--- src/rtl/vm_text_writer.sv ---
// Text-console writer for the video-memory write port: byte handshake in, cursor-tracked grid writes out.
// Optional `VM_WRITER_CLR_ON_RESET_EN`: blank the whole grid after reset before accepting bytes.
module vm_text_writer #(
    parameter int unsigned COLS  = 32,
    parameter int unsigned ROWS  = 30,
    parameter logic [7:0]  BLANK = 8'h20
) (
    input  logic        clk_50mhz,
    input  logic        rst,
    input  logic [7:0]  char_in,
    input  logic        char_valid,
    output logic        char_ready,
    output logic        vm_we,
    output logic [11:0] vm_addr,
    output logic [7:0]  vm_din,
    output logic [4:0]  cursor_row,
    output logic [4:0]  cursor_col
);

    localparam logic [4:0] COL_LAST = 5'(COLS - 1);
    localparam logic [4:0] ROW_LAST = 5'(ROWS - 1);
    localparam logic [7:0] CH_BS    = 8'h08;
    localparam logic [7:0] CH_LF    = 8'h0A;
    localparam logic [7:0] CH_FF    = 8'h0C;
    localparam logic [7:0] CH_CR    = 8'h0D;

    typedef enum logic [1:0] {IDLE, EXEC, CLR_ROW, CLR_ALL} state_t;

`ifdef VM_WRITER_CLR_ON_RESET_EN
    localparam state_t RESET_STATE = CLR_ALL;
    localparam logic   RESET_READY = 1'b0;
`else
    localparam state_t RESET_STATE = IDLE;
    localparam logic   RESET_READY = 1'b1;
`endif

    state_t     state;
    logic [7:0] char_q;
    logic [4:0] row;
    logic [4:0] col;
    logic [4:0] clr_row;
    logic [4:0] clr_col;
    logic       clr_last;
    logic       printable_c;
    logic       newline_c;

    assign printable_c = (char_q >= 8'h20) && (char_q <= 8'h7E);
    assign newline_c   = (printable_c && (col == COL_LAST)) || (char_q == CH_LF);

    // Internal cursor moves in EXEC; the visible cursor follows one cycle later.
    always_ff @(posedge clk_50mhz) begin
        if (rst) begin
            state      <= RESET_STATE;
            char_ready <= RESET_READY;
            vm_we      <= 1'b0;
            vm_addr    <= '0;
            vm_din     <= '0;
            cursor_row <= '0;
            cursor_col <= '0;
            char_q     <= '0;
            row        <= '0;
            col        <= '0;
            clr_row    <= '0;
            clr_col    <= '0;
            clr_last   <= 1'b0;
        end else begin
            vm_we      <= 1'b0;
            cursor_row <= row;
            cursor_col <= col;
            case (state)
                IDLE: begin
                    if (char_valid && char_ready) begin
                        char_q     <= char_in;
                        char_ready <= 1'b0;
                        state      <= EXEC;
                    end
                end
                EXEC: begin
                    state      <= IDLE;
                    char_ready <= 1'b1;
                    if (printable_c) begin
                        vm_we   <= 1'b1;
                        vm_addr <= {2'b00, row, col};
                        vm_din  <= char_q;
                        col     <= (col == COL_LAST) ? 5'd0 : col + 5'd1;
                    end else if ((char_q == CH_CR) || (char_q == CH_LF)) begin
                        col <= '0;
                    end else if ((char_q == CH_BS) && (col != 5'd0)) begin
                        col     <= col - 5'd1;
                        vm_we   <= 1'b1;
                        vm_addr <= {2'b00, row, col - 5'd1};
                        vm_din  <= BLANK;
                    end else if (char_q == CH_FF) begin
                        state      <= CLR_ALL;
                        char_ready <= 1'b0;
                        clr_row    <= '0;
                        clr_col    <= '0;
                        clr_last   <= 1'b0;
                    end
                    // Running off the bottom wraps to row 0, which must be blanked first.
                    if (newline_c) begin
                        if (row == ROW_LAST) begin
                            row        <= '0;
                            state      <= CLR_ROW;
                            char_ready <= 1'b0;
                            clr_row    <= '0;
                            clr_col    <= '0;
                            clr_last   <= 1'b0;
                        end else begin
                            row <= row + 5'd1;
                        end
                    end
                end
                CLR_ROW, CLR_ALL: begin
                    if (clr_last) begin
                        state      <= IDLE;
                        char_ready <= 1'b1;
                        if (state == CLR_ALL) begin
                            row <= '0;
                            col <= '0;
                        end
                    end else begin
                        vm_we   <= 1'b1;
                        vm_addr <= {2'b00, clr_row, clr_col};
                        vm_din  <= BLANK;
                        if (clr_col == COL_LAST) begin
                            clr_col <= '0;
                            if ((state == CLR_ROW) || (clr_row == ROW_LAST)) begin
                                clr_last <= 1'b1;
                            end else begin
                                clr_row <= clr_row + 5'd1;
                            end
                        end else begin
                            clr_col <= clr_col + 5'd1;
                        end
                    end
                end
                default: begin
                    state      <= IDLE;
                    char_ready <= 1'b1;
                end
            endcase
        end
    end

endmodule

--- config.mk ---
export PLATFORM = sky130hd
export DESIGN_NAME = vm_text_writer
export DESIGN_NICKNAME = d
export VERILOG_FILES = /design/src/rtl/vm_text_writer.sv
export SDC_FILE = /design/constraint.sdc
export NUM_CORES = 1
export LEC_CHECK = 0
export CAP_MARGIN = 15
export CORE_MARGIN = 2
export CORE_UTILIZATION = 38
export DETAILED_ROUTE_END_ITERATION = 10
export PLACE_DENSITY = 0.57
export SETUP_SLACK_MARGIN = 0.2
export SLEW_MARGIN = 20
export SYNTH_ARGS = -nofsm -noshare
export SYNTH_HDL_FRONTEND = slang
export SYNTH_SLANG_ARGS = --single-unit
--- constraint.sdc ---
create_clock -name clk_50mhz -period 2.4 [get_ports clk_50mhz]
set_input_delay 0.48 -clock clk_50mhz [delete_from_list [all_inputs] [get_ports clk_50mhz]]
set_output_delay 0.48 -clock clk_50mhz [all_outputs]
set_load 0.02 [all_outputs]
Yosys cells after proc, flatten, opt, wreduce, memory -nomap -nowiden

Index checks and enable logic that the tools add are counted.

Register bits: 63
Output and inout port bits: 32
Logic and storage cells: 131

Eq/ne operators: 21
Add/sub/neg operators: 5
Order comparisons: 2
Reductions and logical operators: 18
Multiplexer cells: 72

Operator list:

| cell                | count |
|---|---|
| $mux 5              | 25 |
| $mux 12             | 4 |
| $pmux 5 s2          | 4 |
| $eq 8x4->1 const B  | 4 |
| $mux 8              | 4 |
| $pmux 12 s2         | 1 |
| $mux 1              | 21 |
| $add 5x1->5 const B | 4 |
| $eq 5x5->1 const B  | 4 |
| $mux 2              | 8 |
| $pmux 8 s2          | 1 |
| $reduce_and 4->1    | 4 |
| $ne 2x2->1 const B  | 7 |
| $ge 8x6->1 const B  | 1 |
| $le 8x7->1 const B  | 1 |
| $ne 3x3->1 const B  | 2 |
| $pmux 2 s3          | 1 |
| $reduce_and 2->1    | 3 |
| $reduce_bool 5->1   | 1 |
| $sub 5x1->5 const B | 1 |
| $eq 2x2->1 const B  | 2 |
| $logic_and 1x1->1   | 4 |
| $ne 4x4->1 const B  | 1 |
| $pmux 1 s2          | 2 |
| other kinds (6)     | 8 |

Longest topological paths before layout

Depth after elaboration: 8
Gate-level depth with buffers: 9

Least setup slack after synthesis

Ideal clock, no wire load.

Kind: flip-flop to flip-flop
From: reg col[0]
To: reg row[3]
Slack: 492 ps
Path buffers: 0
Arrival time: 1,781 ps
Setup time: 127 ps
Data required time: 2,273 ps
Cell stages (with the launch flop): 9
Cells stage by stage: dfxtp_1 -> ha_1 -> and3_1 -> ha_1 -> o211a_1 -> o311a_2 -> nand4_1 -> xor2_1 -> nor2_1

Word-level cells in the longest chain between the ends: 5

RTL lines:

| element                           | RTL line | text |
|---|---|---|
| from (decl)                       | 40       | `logic [4:0] col;` |
| from (signal assigned)            | 85       | `col <= (col == COL_LAST) ? 5'd0 : col + 5'd1;` |
| from (signal assigned)            | 89       | `col <= col - 5'd1;` |
| $eq 5x5->1                        | 48       | `assign newline_c = (printable_c && (col == COL_LAST)) \|\| (char_q == CH_LF);` |
| $logic_and 1x1->1                 | 48       |  |
| $logic_or 1x1->1                  | 48       |  |
| $ne 2x2->1 (no source line)       | -        |  |
| $reduce_and 4->1 (no source line) | -        |  |
| to (signal assigned)              | 110      | `row <= row + 5'd1;` |
| to (decl)                         | 39       | `logic [4:0] row;` |

Every way passes these cells.
A chain may end at the register's enable or synchronous reset.

Worst setup path after layout

Ends and elaborated chain as after synthesis.

==> impl_metrics.py <==
metrics = {
    "finish": {
        "n_antenna_cell": 0,
        "fin_util": 0.497,
        "layout_common_cells": "dfxtp_1, nor2_1, clkdlybuf4s50_1, nand2_1, a21oi_1",
        "stdcell_count": 476,
        "areaGrowthSynthToFinish_pct": 26.2,
        "drive_gt1_frac": 0.122,
        "layout_commonest_cell": "dfxtp_1",
        "fin_nets": 393,
    },
    "clocking": {
        "cts_buffer_depth": 2,
        "cts_tree": "built",
        "cts_num_sinks": 61,
        "cts_root_buf": "clkbuf_8",
        "cts-buffers-inserted": 9,
        "path_clk_slew_ps": 80,
        "clock_latency_ps": 350,
        "htreeDepth": 3,
    },
    "yosys": {
        "synth_enable_flop_cells": 0,
        "synth_top_area_cell": "dfxtp_1",
        "yosys.area_share.simple": 0.230,
        "yosysWarningCount": 0,
        "muxShareOfSynthArea": 0.0492,
        "synth_xor_area_frac": 0.0335,
        "synth_area_um2": 2870,
        "yosysSeqAreaShare": 0.425,
        "synth_area_per_cell_um2": 8.76,
        "synth_compound_area_frac": 0.170,
        "ys_ff_latch": 61,
        "synth_top_family_by_area": "simple AND/OR/NAND/NOR gates",
        "synth_top_flop_cell": "dfxtp_1",
        "synthAdderAreaFrac": 0.0435,
        "yosys.cell_types.count": 57,
        "synth_top_area_share": 0.425,
        "syn_inst": 328,
        "async_flop_share": 0,
        "yosys-top-cells-area": "dfxtp_1, nor2_1, mux2i_1",
    },
    "sta": {
        "finalSetupViolCount": 0,
        "fin_crit_sh": 0.867,
        "fmax_ghz": 0.481,
        "clock_skew_ps": 6.16,
        "drv_slew": 0,
        "hold_viol": 0,
        "fin_crit_ps": 2080,
        "tns_ps": 0,
        "rsz0062_at_grt": "no",
    },
    "critical_path": {
        "crit_fanout": 7,
        "rr_worst_depth": 8,
        "arrival_ps": 2310,
        "start_kind": "flop",
        "endpoint_kind": "flop",
        "required_ps": 2630,
        "critPathKind": "flop to flop",
    },
    "die": {
        "die_area_um2": 8270,
        "ios": 43,
        "dieHeight_um": 91.0,
        "core_area_um2": 7290,
        "die_width_um": 91.0,
        "fp-row-count": 31,
        "start_util": 0.394,
    },
    "power": {
        "pwr-share-comb": 0.131,
        "power.density_nw_per_um2": 610,
        "ir_drop_v": 0.000296,
        "p_leak_nw": 1.33,
        "p_switching_uw": 637,
        "power_frac_clock": 0.385,
        "p_sw_frac": 0.288,
        "internal_power_mw": 1.57,
        "seqPwrFrac": 0.483,
    },
    "detailed_routing": {
        "vias": 2449,
        "ant_nets": 0,
        "vias_per_cell": 5.14,
        "drt_wl_total_mm": 6.79,
        "firstDrtPassIters": 4,
        "first_iter_violations": 111,
        "wire_per_inst_um": 14.3,
        "drcViolationCount": 0,
    },
    "hold_path": {
        "whs_path_depth": 2,
        "hp-class": "flop to flop",
    },
    "global_routing": {
        "grt_pass1_wl_mm": 11.5,
        "overflow": 0,
        "first_global_vias": 2375,
        "grt_usage": 0.172,
        "grt_max_degree": 47,
        "antenna_found_initial": 0,
    },
    "job": {
        "cap_violations": 0,
    },
    "placed_design": {
        "dpl.hpwl_mm": 4.74,
        "place_inst": 460,
        "port_buffers": 40,
        "place.gp.congestion": 0.803,
    },
    "status": {
        "outcome": "complete, no violations",
    },
}
==> cells in the mapped netlist (all sizes together), types with 5 or more instances <==
library cell	count
mux2i	13
nor2	49
nand2	25
inv	10
a211oi	10
dfxtp	61
nor3	12
nand4	5
and3	5
buf	8
nand3	14
a21oi	16
xnor2	7
ha	10
nor2b	8
clkbuf	11
o21ai	9
nand2b	7
==> path summary, 6_finish.rpt <==
path	start	to	slack, ps
hold / removal	vm_din[1]	vm_din[1]	460
setup / recovery	col[0]	row[3]	320
hold reg to reg	vm_din[1]	vm_din[1]	460
setup reg to reg	col[0]	row[3]	320
==> through the flow <==
stage	area [um2]	hold slack [ps]	setup WS [ps]	total power, mW
2_1_floorplan	2880	448	492	1.28
3_3_place_gp	3420	444	334	1.38
3_5_place_dp	3420	444	266	1.38
4_1_cts	3600	464	235	2.23
5_1_grt	3630	471	220	2.31
6_report	3630	458	320	2.21
==> cells by family after synthesis <==
kind of cell / count (synthesis)
simple gates: 136
compound gates: 65
flops: 61
buf+inv: 30
mux: 14
xor+xnor: 11
fa+ha+maj: 10
other cells: 1
==> area by class of cell <==
type	instances	area, um2
Fill cell	727	3670
Clock buffer	10	138
Multi-Input combinational cell	238	1540
Sequential cell	61	1220
Timing Repair Buffer	51	508
Clock inverter	6	47.5
Tap cell	99	124
Inverter	11	41.3
==> power groups by stage <==
stage               Sequential [mW]  Clock [mW]  Combinational [mW]
finish                         1.07       0.852               0.291
global route                   1.07       0.915               0.320
floorplan                      1.09           0               0.189
detailed placement             1.09           0               0.291
global placement               1.09           0               0.291
CTS                            1.07       0.873               0.293
==> worst max-delay path, stage by stage, from the launching register on <==
cell and delay, ps:
dfxtp_2 360, ha_1 230, and3_1 190, ha_1 210
o211a_1 170, o311a_2 460, nand4_1 120, xor2_1 160
nor2_1 60
==> per-layer routing <==
metal	vias up	GRT usage	wire (um)
met2	68	0.277	3170
met4	0	0.0720	118
li1	1244	-	-
met3	9	0.0324	339
met1	1128	0.225	3160
met5	-	0	0
==> flip-flops by register name, summed over array words and instances (netlist names) <==
name	flops
vm_we	1
clr_last	1
cursor_row	5
clr_col	5
char_q	8
col	5
cursor_col	5
char_ready	1
state	2
vm_din	8
vm_addr	10
row	5
clr_row	5
==> timing repair <==
action | 4_1_cts | 5_1_grt
setup endpoints to repair | 0 | 10
hold buffers | 0 | 0
resized for setup | 0 | 5
setup buffers | 0 | 0
Note: power is estimated with default switching activity, not from simulation.
